File: src/rtl/uart_seq_pkg.sv
// rtl/uart_seq_pkg.sv - shared types, command codes and constants for the UART command sequencer
package uart_seq_pkg;

    typedef enum logic [2:0] {
        S_RX,
        S_ACK,
        S_ISSUE,
        S_EXEC,
        S_TX
    } state_t;

    // Packet is cmd + op1[31:0] + op2[31:0]; fixed by the host protocol.
    localparam int PKT_BYTES = 9;

    localparam logic [7:0] CMD_ADD   = 8'h61; // 'a'
    localparam logic [7:0] CMD_SUB   = 8'h73; // 's'
    localparam logic [7:0] CMD_MUL   = 8'h6D; // 'm'
    localparam logic [7:0] CMD_MULH  = 8'h4D; // 'M'
    localparam logic [7:0] CMD_DIV   = 8'h64; // 'd'
    localparam logic [7:0] CMD_XOR   = 8'h78; // 'x'
    localparam logic [7:0] CMD_LOAD  = 8'h6C; // 'l'
    localparam logic [7:0] CMD_STORE = 8'h75; // 'u'
    localparam logic [7:0] CMD_ONE   = 8'h31; // '1'
    localparam logic [7:0] CMD_TWO   = 8'h32; // '2'
    localparam logic [7:0] CMD_FIVE  = 8'h35; // '5'

    localparam int ERR_RX_TIMEOUT   = 0;
    localparam int ERR_ILLEGAL_CMD  = 1;
    localparam int ERR_EXEC_TIMEOUT = 2;

    localparam logic [31:0] RESULT_ILLEGAL = 32'hFFFF_FFFF;
    localparam logic [31:0] RESULT_TIMEOUT = 32'hDEAD_DEAD;

    function automatic logic cmd_is_legal(input logic [7:0] cmd);
        case (cmd)
            CMD_ADD, CMD_SUB, CMD_MUL, CMD_MULH, CMD_DIV, CMD_XOR,
            CMD_LOAD, CMD_STORE, CMD_ONE, CMD_TWO, CMD_FIVE: return 1'b1;
            default:                                         return 1'b0;
        endcase
    endfunction

endpackage

File: src/rtl/uart_rx_packer.sv
// rtl/uart_rx_packer.sv - four-phase RX byte collector building the 9-byte command packet
// Ports: clk/rst_n (async active-low); enable (sequencer is in an RX phase); clear (drop byte count);
//        rx_data/rx_valid/rx_ack host handshake; byte_cnt; byte_taken, ack_done, packet_ready and
//        rx_timeout single-cycle event strobes; packet = {cmd, op1, op2}.
module uart_rx_packer
    import uart_seq_pkg::*;
#(
    parameter int RX_TIMEOUT = 100000
) (
    input  logic                     clk,
    input  logic                     rst_n,
    input  logic                     enable,
    input  logic                     clear,
    input  logic [7:0]               rx_data,
    input  logic                     rx_valid,
    output logic                     rx_ack,
    output logic [3:0]               byte_cnt,
    output logic                     byte_taken,
    output logic                     ack_done,
    output logic                     packet_ready,
    output logic                     rx_timeout,
    output logic [8*PKT_BYTES-1:0]   packet
);
    localparam int IDLE_W = $clog2(RX_TIMEOUT + 1);

    logic                   ack_q, ack_d;
    logic [3:0]             cnt_q, cnt_d;
    logic [8*PKT_BYTES-1:0] pkt_q, pkt_d;
    logic [IDLE_W-1:0]      idle_q, idle_d;

    always_comb begin
        ack_d        = ack_q;
        cnt_d        = cnt_q;
        pkt_d        = pkt_q;
        idle_d       = '0;
        byte_taken   = 1'b0;
        ack_done     = 1'b0;
        packet_ready = 1'b0;
        rx_timeout   = 1'b0;
        if (clear) begin
            cnt_d = 4'd0;
        end else if (enable) begin
            if (!ack_q) begin
                if (rx_valid) begin
                    pkt_d      = {pkt_q[8*PKT_BYTES-9:0], rx_data};
                    cnt_d      = cnt_q + 4'd1;
                    ack_d      = 1'b1;
                    byte_taken = 1'b1;
                end else if (cnt_q != 4'd0) begin
                    // Idle gap inside a partial packet; the counter restarts on any byte.
                    if (idle_q == IDLE_W'(RX_TIMEOUT - 1)) begin
                        cnt_d      = 4'd0;
                        rx_timeout = 1'b1;
                    end else begin
                        idle_d = idle_q + IDLE_W'(1);
                    end
                end
            end else if (!rx_valid) begin
                ack_d        = 1'b0;
                ack_done     = 1'b1;
                packet_ready = (cnt_q == 4'(PKT_BYTES));
            end
        end
    end

    always_ff @(posedge clk or negedge rst_n) begin
        if (!rst_n) begin
            ack_q  <= 1'b0;
            cnt_q  <= 4'd0;
            pkt_q  <= '0;
            idle_q <= '0;
        end else begin
            ack_q  <= ack_d;
            cnt_q  <= cnt_d;
            pkt_q  <= pkt_d;
            idle_q <= idle_d;
        end
    end

    assign rx_ack   = ack_q;
    assign byte_cnt = cnt_q;
    assign packet   = pkt_q;

endmodule

File: src/rtl/uart_cmd_sequencer.sv
// rtl/uart_cmd_sequencer.sv - UART command packet sequencer in front of the compute datapath
// Ports: CLK/RESET (async active-low); UART_RX* host byte input with four-phase ack;
//        UART_TX* result byte stream (valid/ready); OP_* datapath request/completion;
//        ComputeResult last result; BUSY; ERR_FLAGS sticky errors; PKT_COUNT completed packets.
module uart_cmd_sequencer
    import uart_seq_pkg::*;
#(
    parameter int RX_TIMEOUT   = 100000,
    parameter int EXEC_TIMEOUT = 4096
) (
    input  logic        CLK,
    input  logic        RESET,
    input  logic [7:0]  UART_RX,
    input  logic        UART_RX_valid,
    output logic        UART_RX_ack,
    output logic [7:0]  UART_TX,
    output logic        UART_TX_valid,
    input  logic        UART_TX_ready,
    output logic [7:0]  OP_CMD,
    output logic [31:0] OP_A,
    output logic [31:0] OP_B,
    output logic        OP_START,
    input  logic        OP_DONE,
    input  logic [31:0] OP_RESULT,
    output logic [31:0] ComputeResult,
    output logic        BUSY,
    output logic [2:0]  ERR_FLAGS,
    output logic [15:0] PKT_COUNT
);
    localparam int EXEC_W = $clog2(EXEC_TIMEOUT + 1);

    state_t             state_q, state_d;
    logic [1:0]         tx_cnt_q, tx_cnt_d;
    logic [EXEC_W-1:0]  exec_cnt_q, exec_cnt_d;
    logic [31:0]        result_q, result_d;
    logic [7:0]         op_cmd_q, op_cmd_d;
    logic [31:0]        op_a_q, op_a_d;
    logic [31:0]        op_b_q, op_b_d;
    logic               op_start_q, op_start_d;
    logic [31:0]        compute_result_q, compute_result_d;
    logic [2:0]         err_q, err_d;
    logic [15:0]        pkt_cnt_q, pkt_cnt_d;

    logic               rx_enable;
    logic               pkt_clear;
    logic [3:0]         byte_cnt;
    logic               byte_taken, ack_done, packet_ready, rx_timeout;
    logic [8*PKT_BYTES-1:0] packet;
    logic [7:0]         pkt_cmd;
    logic [31:0]        pkt_op1, pkt_op2;
    logic [7:0]         tx_byte;

    assign {pkt_cmd, pkt_op1, pkt_op2} = packet;
    assign rx_enable = (state_q == S_RX) || (state_q == S_ACK);

    uart_rx_packer #(
        .RX_TIMEOUT (RX_TIMEOUT)
    ) u_rx_packer (
        .clk          (CLK),
        .rst_n        (RESET),
        .enable       (rx_enable),
        .clear        (pkt_clear),
        .rx_data      (UART_RX),
        .rx_valid     (UART_RX_valid),
        .rx_ack       (UART_RX_ack),
        .byte_cnt     (byte_cnt),
        .byte_taken   (byte_taken),
        .ack_done     (ack_done),
        .packet_ready (packet_ready),
        .rx_timeout   (rx_timeout),
        .packet       (packet)
    );

    always_comb begin
        state_d          = state_q;
        tx_cnt_d         = tx_cnt_q;
        exec_cnt_d       = exec_cnt_q;
        result_d         = result_q;
        op_cmd_d         = op_cmd_q;
        op_a_d           = op_a_q;
        op_b_d           = op_b_q;
        op_start_d       = 1'b0;
        compute_result_d = compute_result_q;
        err_d            = err_q;
        pkt_cnt_d        = pkt_cnt_q;
        pkt_clear        = 1'b0;

        if (rx_timeout) begin
            err_d[ERR_RX_TIMEOUT] = 1'b1;
        end

        case (state_q)
            S_RX: begin
                if (byte_taken) begin
                    state_d = S_ACK;
                end
            end
            S_ACK: begin
                if (ack_done) begin
                    if (packet_ready) begin
                        state_d = S_ISSUE;
                        // Decode is registered here so OP_START and the operands are
                        // presented together during the single S_ISSUE cycle.
                        if (cmd_is_legal(pkt_cmd)) begin
                            op_cmd_d   = pkt_cmd;
                            op_a_d     = pkt_op1;
                            op_b_d     = pkt_op2;
                            op_start_d = 1'b1;
                        end
                    end else begin
                        state_d = S_RX;
                    end
                end
            end
            S_ISSUE: begin
                exec_cnt_d = '0;
                tx_cnt_d   = 2'd0;
                if (op_start_q) begin
                    state_d = S_EXEC;
                end else begin
                    result_d               = RESULT_ILLEGAL;
                    err_d[ERR_ILLEGAL_CMD] = 1'b1;
                    state_d                = S_TX;
                end
            end
            S_EXEC: begin
                if (OP_DONE) begin
                    result_d = OP_RESULT;
                    state_d  = S_TX;
                end else if (exec_cnt_q == EXEC_W'(EXEC_TIMEOUT - 1)) begin
                    result_d                = RESULT_TIMEOUT;
                    err_d[ERR_EXEC_TIMEOUT] = 1'b1;
                    state_d                 = S_TX;
                end else begin
                    exec_cnt_d = exec_cnt_q + EXEC_W'(1);
                end
            end
            S_TX: begin
                if (UART_TX_ready) begin
                    if (tx_cnt_q == 2'd3) begin
                        compute_result_d = result_q;
                        pkt_cnt_d        = pkt_cnt_q + 16'd1;
                        pkt_clear        = 1'b1;
                        tx_cnt_d         = 2'd0;
                        state_d          = S_RX;
                    end else begin
                        tx_cnt_d = tx_cnt_q + 2'd1;
                    end
                end
            end
            default: begin
                state_d = S_RX;
            end
        endcase
    end

    always_ff @(posedge CLK or negedge RESET) begin
        if (!RESET) begin
            state_q          <= S_RX;
            tx_cnt_q         <= 2'd0;
            exec_cnt_q       <= '0;
            result_q         <= 32'd0;
            op_cmd_q         <= 8'd0;
            op_a_q           <= 32'd0;
            op_b_q           <= 32'd0;
            op_start_q       <= 1'b0;
            compute_result_q <= 32'd0;
            err_q            <= 3'd0;
            pkt_cnt_q        <= 16'd0;
        end else begin
            state_q          <= state_d;
            tx_cnt_q         <= tx_cnt_d;
            exec_cnt_q       <= exec_cnt_d;
            result_q         <= result_d;
            op_cmd_q         <= op_cmd_d;
            op_a_q           <= op_a_d;
            op_b_q           <= op_b_d;
            op_start_q       <= op_start_d;
            compute_result_q <= compute_result_d;
            err_q            <= err_d;
            pkt_cnt_q        <= pkt_cnt_d;
        end
    end

    // Result goes out MSB first; result_q and tx_cnt_q only move on a transfer,
    // so the byte is stable while the transmitter stalls.
    always_comb begin
        case (tx_cnt_q)
            2'd0:    tx_byte = result_q[31:24];
            2'd1:    tx_byte = result_q[23:16];
            2'd2:    tx_byte = result_q[15:8];
            default: tx_byte = result_q[7:0];
        endcase
    end

    assign UART_TX       = tx_byte;
    assign UART_TX_valid = (state_q == S_TX);
    assign OP_CMD        = op_cmd_q;
    assign OP_A          = op_a_q;
    assign OP_B          = op_b_q;
    assign OP_START      = op_start_q;
    assign ComputeResult = compute_result_q;
    assign BUSY          = !((state_q == S_RX) && (byte_cnt == 4'd0));
    assign ERR_FLAGS     = err_q;
    assign PKT_COUNT     = pkt_cnt_q;

endmodule

File: config.mk
export PLATFORM = sky130hd
export DESIGN_NAME = uart_cmd_sequencer
export DESIGN_NICKNAME = d
export VERILOG_FILES = /design/src/rtl/uart_seq_pkg.sv /design/src/rtl/uart_rx_packer.sv /design/src/rtl/uart_cmd_sequencer.sv
export SDC_FILE = /design/constraint.sdc
export NUM_CORES = 1
export LEC_CHECK = 0
export BUFFER_PORTS_ARGS = -buffer_cell sky130_fd_sc_hd__buf_2
export CAP_MARGIN = 0
export CORE_MARGIN = 4
export CORE_UTILIZATION = 51
export CTS_CLUSTER_SIZE = 16
export DETAILED_ROUTE_END_ITERATION = 12
export PLACE_DENSITY = 0.76
export SLEW_MARGIN = 15
export SYNTH_ARGS = -nofsm -noshare
export SYNTH_HDL_FRONTEND = slang
export SYNTH_HIERARCHICAL = 1
export SYNTH_SLANG_ARGS = --single-unit
File: constraint.sdc
create_clock -name CLK -period 3.2 [get_ports CLK]
set_input_delay 0.32 -clock CLK [delete_from_list [all_inputs] [get_ports CLK]]
set_output_delay 0.32 -clock CLK [all_outputs]
set_load 0.1 [all_outputs]
Word level (Yosys, flattened, before mapping) --
Cells that the tools add are included.
Operators by class: equality and inequality tests 30, add/subtract/negate cells 5, reduce and logical (&&, ||, !) cells 24, muxes and demuxes 61, bitwise operators 4
Operator list (count):
- 2-to-1 mux 17 bit | 6
- 2-to-1 mux 32 bit | 3
- equality test 8 x 7 -> 1 bit, second input constant | 8
- case mux 32 bit (2 select lines) | 1
- 2-to-1 mux 1 bit | 29
- 2-to-1 mux 13 bit | 2
- case mux 13 bit (2 select lines) | 1
- equality test 8 x 6 -> 1 bit, second input constant | 3
- 2-to-1 mux 4 bit | 6
- case mux 8 bit (3 select lines) | 1
- 2-to-1 mux 3 bit | 7
- adder 17 x 1 -> 17 bit, second input constant | 1
- equality test 17 bit, second input constant | 1
- adder 16 x 1 -> 16 bit, second input constant | 1
- case mux 3 bit (5 select lines) | 1
- adder 13 x 1 -> 13 bit, second input constant | 1
- equality test 13 x 12 -> 1 bit, second input constant | 1
- != test 2 bit, second input constant | 6
- AND reduction 3 bit | 4
- AND reduction 4 bit | 3
- OR reduction 11 bit | 1
- equality test 3 x 2 -> 1 bit, second input constant | 2
- 2-to-1 mux 2 bit | 3
- AND reduction 2 bit | 3
- 21 further kinds | 29
Storage, ports and cells: bits in registers 268, output and inout bits 135, logic and storage cells 141, bits of input ports 45

Longest topological paths before layout --
Gate-level depths: netlist of run 1.
depth after elaboration 12, mapped depth 13, gate-level depth less buffers 10

By module --
The synthesis of run 1 kept the hierarchy.
By module, submodules not included:
- uart_cmd_sequencer | area each 7465.9 µm², cells an instance 601, instances 1, seq. area each 4354.2 µm²
- uart_rx_packer | area each 3943.8 µm², cells an instance 423, instances 1, seq. area each 2352.3 µm²

Least setup slack after synthesis of run 1 --
Ideal clock, no wire load.
kind register to register, start point register state_q[2], end point register op_a_q[10] (netlist: OP_A[10]), slack -1.136 ns, setup time 0.125 ns, period minus slack after synthesis 4.336 ns, arrival 4.210 ns, required time 3.075 ns, stages on the path, launching flop included 14, buffers on the path 3, cell sequence dfrtp_1 > buf_2 > nor3b_2 > nand3_1 > inv_2 > buf_1 > nand2b_4 > nor3_1 > and4b_1 > nand2_1 > nor4b_1 > o21ai_2 > buf_6 > mux2_4
On the way: elaborated cells between the ends (all ways) 10, classes of those cells eq/ne (2); mux (5); reduce/logical (3)
RTL lines:
- start: declaration | line uart_cmd_sequencer.sv:32 | state_t state_q, state_d;
- start signal: assignment | line uart_cmd_sequencer.sv:171 | state_q <= state_d;
- equality test 3 bit
- via UART_TX_valid | line uart_cmd_sequencer.sv:17 | output logic UART_TX_valid,
- 2-to-1 mux 1 bit | line uart_cmd_sequencer.sv:92 | case (state_q)
- via pkt_clear | line uart_cmd_sequencer.sv:45 | logic pkt_clear;
- 2-to-1 mux 1 bit | line uart_rx_packer.sv:40 | if (clear) begin
- via ack_done | line uart_cmd_sequencer.sv:47 | logic byte_taken, ack_done, packet_ready, rx_timeout;
- AND reduction 4 bit (no line)
- end signal: assignment | line uart_cmd_sequencer.sv:176 | op_a_q <= op_a_d;
- end: declaration | line uart_cmd_sequencer.sv:37 | logic [31:0] op_a_q, op_a_d;
The timed path passes the listed nets, and every way through them passes these cells. A chain may end at the register's enable or synchronous reset.

Final worst setup path of run 1 --
start point register tx_cnt_q[0], end point register op_b_q[13] (netlist: OP_B[13])
On the way: word-level cells in the longest chain between the ends 6, elaborated cells between the ends (all ways) 7, classes of those cells eq/ne (1); mux (5); reduce/logical (1)
Ends and longest elaborated chain:
- start: declaration | line uart_cmd_sequencer.sv:33 | logic [1:0] tx_cnt_q, tx_cnt_d;
- start signal: assignment | line uart_cmd_sequencer.sv:172 | tx_cnt_q <= tx_cnt_d;
- equality test 2 bit | line uart_cmd_sequencer.sv:140 | if (tx_cnt_q == 2'd3) begin
- 2-to-1 mux 1 bit | line uart_cmd_sequencer.sv:140
- 2-to-1 mux 1 bit | line uart_cmd_sequencer.sv:139 | if (UART_TX_ready) begin
- 2-to-1 mux 1 bit | line uart_cmd_sequencer.sv:92
- 2-to-1 mux 1 bit | line uart_rx_packer.sv:40
- via ack_done | line uart_cmd_sequencer.sv:47
- AND reduction 4 bit (no line)
- end signal: assignment | line uart_cmd_sequencer.sv:177 | op_b_q <= op_b_d;
- end: declaration | line uart_cmd_sequencer.sv:38 | logic [31:0] op_b_q, op_b_d;
The timed path passes the listed nets, and every way through them passes these cells.

==> results.yml, run 1 <==
synthesis:
  synth_area_um2: 11400
  syn_inst: 1024
  async_flop_share: 1.00
  yosys.area.top_type: "dfrtp_1"
  synthSimpleGateAreaFrac: 0.182
  synth.most_common_cell: "nand2_1"
  synth.area.mux_share: 0.0987
  synth_flop_cell: "dfrtp_1"
  synth_nets: 1079
  yosys-top-cells-area: "dfrtp_1 (59%), nand2_1 (11%), mux2_4 (7.9%)"
  synth_top_family_by_area: "simple AND/OR/NAND/NOR gates"
  ys_seq_area_frac: 0.588
  synth_xor_area_frac: 0.0292
  synth_compound_area_frac: 0.0577
  synth.avg_cell_area_um2: 11.1
  ys_seq_elements: 268
  synth_top_area_frac: 0.588
  synthAdderAreaFrac: 0.0110
  synth_cell_types: 66
  yosysWarnings: 6
  synth_edf_count: 0
  ys_top_cells_by_count: "nand2_1 (325), dfrtp_1 (268), mux2_4 (60), nor2_1 (49), xnor2_1 (29)"
detailed_routing:
  highest_layer: "met4"
  vias: 8065
  finalWirelength_um: 25500
  viasPerCell: 5.30
  antenna_left: 0
  drtIter0Drc: 611
  drc_errors: 0
  first_pass_iters: 7
  wl_met1_um: 10900
  wl_met2_um: 12200
  wl_per_cell_um: 16.8
  wl_met3_um: 1920
clock_tree:
  cts_tree: "yes"
  cts.sinks: 268
  path_clk_slew_ns: 0.06
  clk_path_buf_depth: 3
  clk_latency_ns: 0.52
  h-tree-depth: 1
  cts_setup_buffers: 0
  cts_root_buf: "clkbuf_16"
  cts_made_buffers: 28
timing:
  fmax_mhz: 339
  finalHoldViolCount: 0
  finalSetupViolations: 0
  timing.setup.tns_ns: 0
  rsz0062_at_grt: "no"
  worst_slew_pin_slew_ns: 0.871
  finalClockSkew_ns: 0.0101
  period_minus_slack_ns: 2.95
  drv_slew: 0
  fin_crit_sh: 0.922
  max_slew_margin: 0.417
place:
  dp_hpwl_um: 17100
  dpl.cell_count: 1462
  place.gp.congestion: 0.831
  io_buffers: 179
setup_path:
  worst-r2r-setup-slack_ns: 0.25
  arrival_ns: 3.35
  r2r_start: "tx_cnt_q[0]$_DFFE_PN0P_"
  critPathRequiredTime_ns: 3.60
  critPathKind: "register to register"
  startpoint_type: "register"
  crit_start: "tx_cnt_q[0]$_DFFE_PN0P_"
  worstSetupEndpointType: "register"
  cp_max_fo: 23
flow_run:
  drv_cap: 0
global_routing:
  grt_max_degree: 97
  antenna_found_initial: 0
  grt_pass1_wl_um: 41900
  grt_usage: 0.205
  grt_pass1_vias: 8262
  grt-ovfl-total: 0
layout:
  fin_nets: 1276
  area_growth_pct: 20.0
  drive_above_1_share: 0.268
  final_core_util: 0.625
  stdcell_count: 1521
  n_antenna_cell: 0
  fillers: 1730
power_and_ir_drop:
  finalPower_mw: 8.22
  ir_drop_uv: 371
  total_leakage_power_nw: 7.37
  power.density_nw_per_um2: 600
floorplan:
  die_w_um: 158
  start_util: 0.521
  num_rows: 54
  die_h_um: 158
  dieArea_um2: 24800
  core_um2: 21900
  boundaryPins: 180
run_status:
  status: "finished, final reports clean"
worst_hold_path:
  holdCritStartpoint: "OP_RESULT[16]"
  hold_path.class: "primary input to register"
cells in the final DEF (no fill, tap or decap), drive strengths merged, types with 15 or more instances in the layout:
cell / netlist / layout
nand2: 325 / 325
dfrtp: 268 / 268
buf: 30 / 203
mux2: 72 / 72
nor2: 49 / 49
clkbuf: 15 / 40
xnor2: 29 / 29
inv: 24 / 24
o22a: 22 / 22
nand3: 19 / 19
o22ai: 15 / 15
nor3: 15 / 15
critical path, stage by stage (launching register included):
cell and delay (ns):
dfrtp_1 0.43, ha_1 0.27, nand3_4 0.09, inv_4 0.03, nand2b_4 0.14, nor3_2 0.16, and4b_1 0.27, nand2_1 0.10
nor4b_1 0.32, buf_4 0.18, o21ai_4 0.22, buf_12 0.28, mux2_4 0.32
area by class of cell:
class | instances | area (um2) | share of cell area
flip-flops and latches | 268 | 6710 | 0.490
multi-input cells | 687 | 4370 | 0.319
repair buffers | 212 | 1240 | 0.0905
clock buffers | 40 | 797 | 0.0582
well taps | 280 | 350 | 0.0256
clock inverters | 10 | 138 | 0.0101
inverters | 24 | 92.6 | 0.00676
final timing paths:
path                                                    to  cells past startpoint
max reg2reg                           OP_B[13]$_DFFE_PN0P_                     12
max in group asynchronous             OP_B[13]$_DFFE_PN0P_                      3
min in group asynchronous        PKT_COUNT[11]$_DFFE_PN0P_                      2
min                               result_q[16]$_DFFE_PN0P_                      2
min reg2reg                u_rx_packer/idle_q[0]$_DFF_PN0_                      1
max                                   OP_B[13]$_DFFE_PN0P_                     12
layer usage:
metal | vias to the layer above | GRT usage
met4 | 0 | 0.0541
met2 | 261 | 0.334
li1 | 3822 | -
met3 | 40 | 0.0462
met1 | 3942 | 0.282
met5 | - | 0
registers in the layout (all words and copies together), names as in the netlist:
signal	count
u_rx_packer/packet	72
ComputeResult	32
OP_A	32
OP_B	32
result_q	32
u_rx_packer/idle_q	17
PKT_COUNT	16
exec_cnt_q	13
OP_CMD	8
u_rx_packer/byte_cnt	4
ERR_FLAGS	3
state_q	3
tx_cnt_q	2
OP_START	1
u_rx_packer/rx_ack	1
per-stage QoR:
| step | hold slack, ns | setup WS [ns] | instance area, um2 |
|---|---|---|---|
| floorplan | 0.0244 | -0.105 | 11500 |
| global placement | 0.397 | 0.337 | 12700 |
| detailed placement | 0.403 | 0.220 | 12700 |
| CTS | 0.00786 | 0.167 | 13700 |
| global route | 0.0205 | 0.0651 | 13700 |
| finish | 0.0344 | 0.249 | 13700 |
where the power goes:
| part | total, mW | internal [mW] | switching, mW |
|---|---|---|---|
| logic | 1.00 | 0.306 | 0.696 |
| registers | 3.96 | 3.68 | 0.281 |
| clock network | 3.26 | 1.97 | 1.28 |
kinds of logic after synthesis:
family          after synthesis
simple gates                470
flops                       268
compound gates               88
mux                          81
buf+inv                      69
xor+xnor                     38
fa+ha+maj                    10
repair_timing:
item / 4_1_cts / 5_1_grt
hold buffers: 9 / 0
endpoints found under the hold margin: 99 / 0
resized for setup: 0 / 1
endpoints found under the setup margin: 0 / 22
Power figures use the tool's default switching activity.
==> run 2, diff against run 1 <==
CORE_ASPECT_RATIO = 1.4   (was default)
==> results.yml, run 2 (synthesis gave the netlist of run 1 again) <==
run_status:
  status: "finished, final reports clean"
place:
  post_dp_cell_area_um2: 12600
  io_buffers: 179
  place.gp.congestion: 0.839
  dpl.cell_count: 1473
  dp_hpwl_um: 16500
  dpl_worst_slack_ns: 0.252
floorplan:
  boundaryPins: 180
  dieArea_um2: 24900
  core_um2: 21900
  die_w_um: 134
  start_util: 0.520
  num_rows: 64
  die_h_um: 185
power_and_ir_drop:
  clock_power_share: 0.380
  ir_drop_uv: 468
  comb_power_share: 0.125
  switching_share: 0.281
  intPower_mw: 5.74
  total_leakage_power_nw: 7.30
  power.density_nw_per_um2: 588
  power_frac_seq: 0.495
  p_switching_mw: 2.24
setup_path:
  startpoint_type: "register"
  worstSetupEndpointType: "register"
  critPathTopFamily: "simple AND/OR/NAND/NOR gates"
  cp_cell_sequence: "nor3b_4 -> nand3_4 -> inv_4 -> nand2b_4 -> nor3_1 -> and4b_1 -> nand2_1 -> nor4b_1 -> buf_4 -> o21ai_4 -> buf_12 -> mux2_1"
  worst_path_max_delay_cell: "dfrtp_1"
  cp_max_fo: 71
  arrival_ns: 3.34
  crit_buf_inv: 3
  max_stage_delay_ns: 0.49
  critPathKind: "register to register"
  critPathRequiredTime_ns: 3.60
layout:
  multi_input_area_um2: 4360
  layout_common_cells: "nand2_1 (325), dfrtp_1 (268), buf_2 (178)"
  fin_nets: 1269
  final_cell_area_um2: 13600
  final_core_util: 0.618
  largest_reg_flops: 72
  area_growth_pct: 18.9
  n_antenna_cell: 0
  layout_commonest_cell: "nand2_1"
  stdcell_count: 1529
  drive_above_1_share: 0.261
  final-seq-area_um2: 6710
  fillers: 1757
timing:
  fin_ws_ns: 0.261
  worst_slew_pin_slew_ns: 0.790
  max_slew_margin: 0.473
  fin_crit_sh: 0.918
  fmax_mhz: 340
  finalSetupViolations: 0
  finalClockSkew_ns: 0.00828
  drv_slew: 0
  finalHoldViolCount: 0
  period_minus_slack_ns: 2.94
  rsz0062_at_grt: "no"
detailed_routing:
  wl_per_cell_um: 16.3
  antenna_left: 0
  drc_errors: 0
  drtIter0Drc: 472
  vias: 8006
  first_pass_iters: 6
  finalWirelength_um: 25000
  viasPerCell: 5.24
flow_run:
  drv_cap: 0
global_routing:
  grt-ovfl-total: 0
  grt_usage: 0.203
  grt_pass1_wl_um: 42000
  grt_pass1_vias: 8361
  antenna_found_initial: 0
  grt_max_degree: 92
clock_tree:
  cts_setup_buffers: 0
  cts_tree: "yes"
  path_clk_slew_ns: 0.07
  clk_path_buf_depth: 3
  cts-resized-gates: 0
  cts_root_buf: "clkbuf_16"
  clk_latency_ns: 0.52
  cts.sinks: 268
  cts_made_buffers: 26
  h-tree-depth: 1
worst_hold_path:
  hold_path.class: "primary input to register"
==> run 2: cell types whose count changed in the layout (fill, tap and decap cells not counted), moves of 2 or more <==
cell / change
buf_4: -5
clkbuf_16: -2
clkinv_4: -2
inv_6: +2
clkinv_2: +2
==> run 2: final cells by class <==
class | instances | area share
sequential | 268 | 0.494
inverter | 24 | 0.00683
clock buffer | 36 | 0.0538
multi-input combinational | 687 | 0.322
tap | 297 | 0.0274
timing repair buffer | 207 | 0.0878
clock inverter | 10 | 0.00812
==> run 2: final timing paths <==
path	endpoint	cells after the start	from	slack, ns
min	result_q[25]$_DFFE_PN0P_	2	OP_RESULT[25]	0.02
min reg2reg	u_rx_packer/idle_q[0]$_DFF_PN0_	1	u_rx_packer/idle_q[0]$_DFF_PN0_	0.46
max reg2reg	OP_B[30]$_DFFE_PN0P_	12	state_q[2]$_DFFE_PN0P_	0.26
max in group asynchronous	u_rx_packer/packet[64]$_DFFE_PN0P_	3	RESET	1.93
min in group asynchronous	PKT_COUNT[8]$_DFFE_PN0P_	2	RESET	0.39
max	OP_B[30]$_DFFE_PN0P_	12	state_q[2]$_DFFE_PN0P_	0.26
==> run 2: power by group through the flow <==
stage | logic, mW | registers, mW | clock network [mW]
2_1_floorplan | 0.595 | 4.09 | 0
3_3_place_gp | 0.965 | 3.99 | 0
3_5_place_dp | 0.995 | 4.01 | 0
4_1_cts | 1.01 | 3.95 | 3.12
5_1_grt | 1.12 | 4.00 | 3.26
6_report | 0.999 | 3.95 | 3.03
==> run 2: through the flow <==
stage	TNS [ns]	hold slack [ns]	total power, mW
after global placement	0	0.383	4.96
final	0	0.0238	7.98
after floorplan	-7.05	0.0244	4.68
after CTS	0	0.000712	8.08
after detailed placement	0	0.384	5.01
after global routing	0	0.0195	8.38
==> run 2: repair_timing <==
action | in CTS | in global routing
endpoints found under the setup margin | 0 | 0
hold buffers | 10 | 0
hold endpoints to repair | 96 | 0
==> run 2: metal layers <==
| layer | up-vias | GRT usage | share of wire | wire [um] |
|---|---|---|---|---|
| met1 | 3951 | 0.261 | 0.41 | 10300 |
| met5 | - | 0 | 0 | 0 |
| li1 | 3804 | - | - | - |
| met4 | 0 | 0.0575 | 0.021 | 525 |
| met2 | 217 | 0.350 | 0.50 | 12600 |
| met3 | 34 | 0.0440 | 0.064 | 1600 |
==> run 3, diff against run 2 <==
CORE_UTILIZATION = 56   (was 51)
PLACE_DENSITY = 0.79   (was 0.76)
clock period = 3.3 ns   (was 3.2 ns; I/O delays follow)
==> results.yml, run 3 (synthesis gave the netlist of run 1 again) <==
detailed_routing:
  wl_per_cell_um: 17.0
  first_pass_iters: 5
  antenna_left: 0
  drc_errors: 0
  finalWirelength_um: 25200
  vias: 8020
  drtIter0Drc: 657
  viasPerCell: 5.41
timing:
  fmax_mhz: 353
  worst_slew_pin_slew_ns: 0.935
  finalClockSkew_ns: 0.0103
  drv_slew: 0
  finalHoldViolCount: 0
  fin_crit_sh: 0.857
  rsz0062_at_grt: "no"
  finalSetupViolations: 0
  period_minus_slack_ns: 2.83
  max_slew_margin: 0.377
  timing.setup.tns_ns: 0
clock_tree:
  cts.sinks: 268
  holdBufCountCts: 9
  cts_root_buf: "clkbuf_16"
  h-tree-depth: 1
  cts-resized-gates: 0
  clk_path_buf_depth: 3
  clk_latency_ns: 0.52
  path_clk_slew_ns: 0.07
  cts_tree: "yes"
  cts_made_buffers: 26
  cts_setup_buffers: 0
floorplan:
  dieArea_um2: 22800
  die_h_um: 177
  start_util: 0.573
  boundaryPins: 180
  die_w_um: 129
  core_um2: 19900
  num_rows: 61
setup_path:
  reg2reg_to: "OP_A[2]$_DFFE_PN0P_"
  critPathKind: "register to register"
  max_stage_delay_ns: 0.50
  cp_max_fo: 21
  crit_top_cell: "buf_4"
  crit_start: "state_q[2]$_DFFE_PN0P_"
  r2r_start: "state_q[2]$_DFFE_PN0P_"
  worst-r2r-setup-slack_ns: 0.47
  cp_cell_sequence: "nor3b_4 -> nand3_4 -> inv_4 -> nand2b_4 -> nor3_1 -> and4b_1 -> nand2_1 -> nor4b_1 -> buf_4 -> o21ai_4 -> buf_4 -> mux2_1"
  worstSetupEndpointType: "register"
  critPathTopFamily: "simple AND/OR/NAND/NOR gates"
  startpoint_type: "register"
  arrival_ns: 3.22
  crit_buf_inv: 3
  critPathRequiredTime_ns: 3.70
  rr_worst_depth: 12
  worst_path_max_delay_cell: "dfrtp_1"
run_status:
  status: "finished, final reports clean"
layout:
  drive_above_1_share: 0.260
  final_cell_area_um2: 13600
  layout_common_cells: "nand2_1 (325), dfrtp_1 (268), buf_2 (178)"
  fin_nets: 1266
  stdcell_count: 1482
  layout_commonest_cell: "nand2_1"
  largest_reg_flops: 72
  area_growth_pct: 18.8
  fillers: 1422
  n_antenna_cell: 0
global_routing:
  antenna_found_initial: 0
  grt_pass1_wl_um: 42000
  grt-ovfl-total: 0
  grt_pass1_vias: 8280
  grt_usage: 0.225
  grt_max_degree: 98
flow_run:
  drv_cap: 0
power_and_ir_drop:
  ir_drop_uv: 541
  power.density_nw_per_um2: 589
  finalPower_mw: 7.98
  total_leakage_power_nw: 7.31
worst_hold_path:
  hold_path_end: "result_q[9]$_DFFE_PN0P_"
  holdCritStartpoint: "OP_RESULT[9]"
  hold_path.class: "primary input to register"
  holdPathStages: 2
place:
  io_buffers: 179
  dp_hpwl_um: 16700
  post_dp_cell_area_um2: 12500
  dpl.cell_count: 1426
  place.gp.congestion: 0.830
[run 3: cell types whose count changed in the layout (fill, tap and decap cells not counted), sizes merged]
| cell | previous run | this run |
|---|---|---|
| inv | 26 | 24 |
| bufinv | 2 | 5 |
| dlygate4sd3 | 10 | 9 |
| buf | 197 | 195 |
| clkinvlp | 1 | 4 |
| clkbuf | 36 | 33 |
[run 3: report_power, final]
part           total (mW)  internal, mW  leakage (nW)  switching [mW]
registers            3.83          3.56          3.49           0.266
clock network        3.19          1.93         0.443            1.25
logic               0.966         0.294          3.38           0.673
total                7.98          5.79          7.31            2.19
[run 3: worst reg2reg max path: cells and delay by family (launching register included)]
family                 cells  cell delay [ns]
AO/OA/AOI/OAI              1             0.06
buffers and inverters      3             0.47
flip-flops                 1             0.50
multiplexers               1             0.35
AND/OR/NAND/NOR            7             1.30
[run 3: cell type report]
type / instances / area [um2] / area share
Clock buffer: 33 / 718 / 0.0530
Multi-Input combinational cell: 687 / 4350 / 0.321
Inverter: 24 / 92.6 / 0.00683
Clock inverter: 14 / 209 / 0.0154
Tap cell: 252 / 315 / 0.0233
Sequential cell: 268 / 6710 / 0.495
Timing Repair Buffer: 204 / 1170 / 0.0860
[run 3: layer usage]
metal	global-route usage	up-vias	wire length, um
li1	-	3797	-
met1	0.288	3945	10100
met2	0.396	250	13000
met3	0.0396	28	1650
met4	0.0543	0	434
met5	0	-	0
[run 3: worst max path at each step]
stage	end	slack (ns)	cells past startpoint
after floorplan	OP_A[10]$_DFFE_PN0P_	-0.005	13
after detailed placement	OP_A[2]$_DFFE_PN0P_	0.49	12
final	OP_A[2]$_DFFE_PN0P_	0.47	12
after global routing	OP_A[2]$_DFFE_PN0P_	0.22	12
after CTS	OP_A[2]$_DFFE_PN0P_	0.44	12
after global placement	OP_A[2]$_DFFE_PN0P_	0.49	12
[run 3: metrics by stage]
step                utilization  hold slack [ns]  setup WS, ns
floorplan                     -           0.0344      -0.00490
CTS                       0.680           0.0298         0.442
finish                    0.680           0.0485         0.471
global placement          0.629            0.391         0.487
detailed placement        0.629            0.402         0.486
global route              0.680           0.0419         0.216
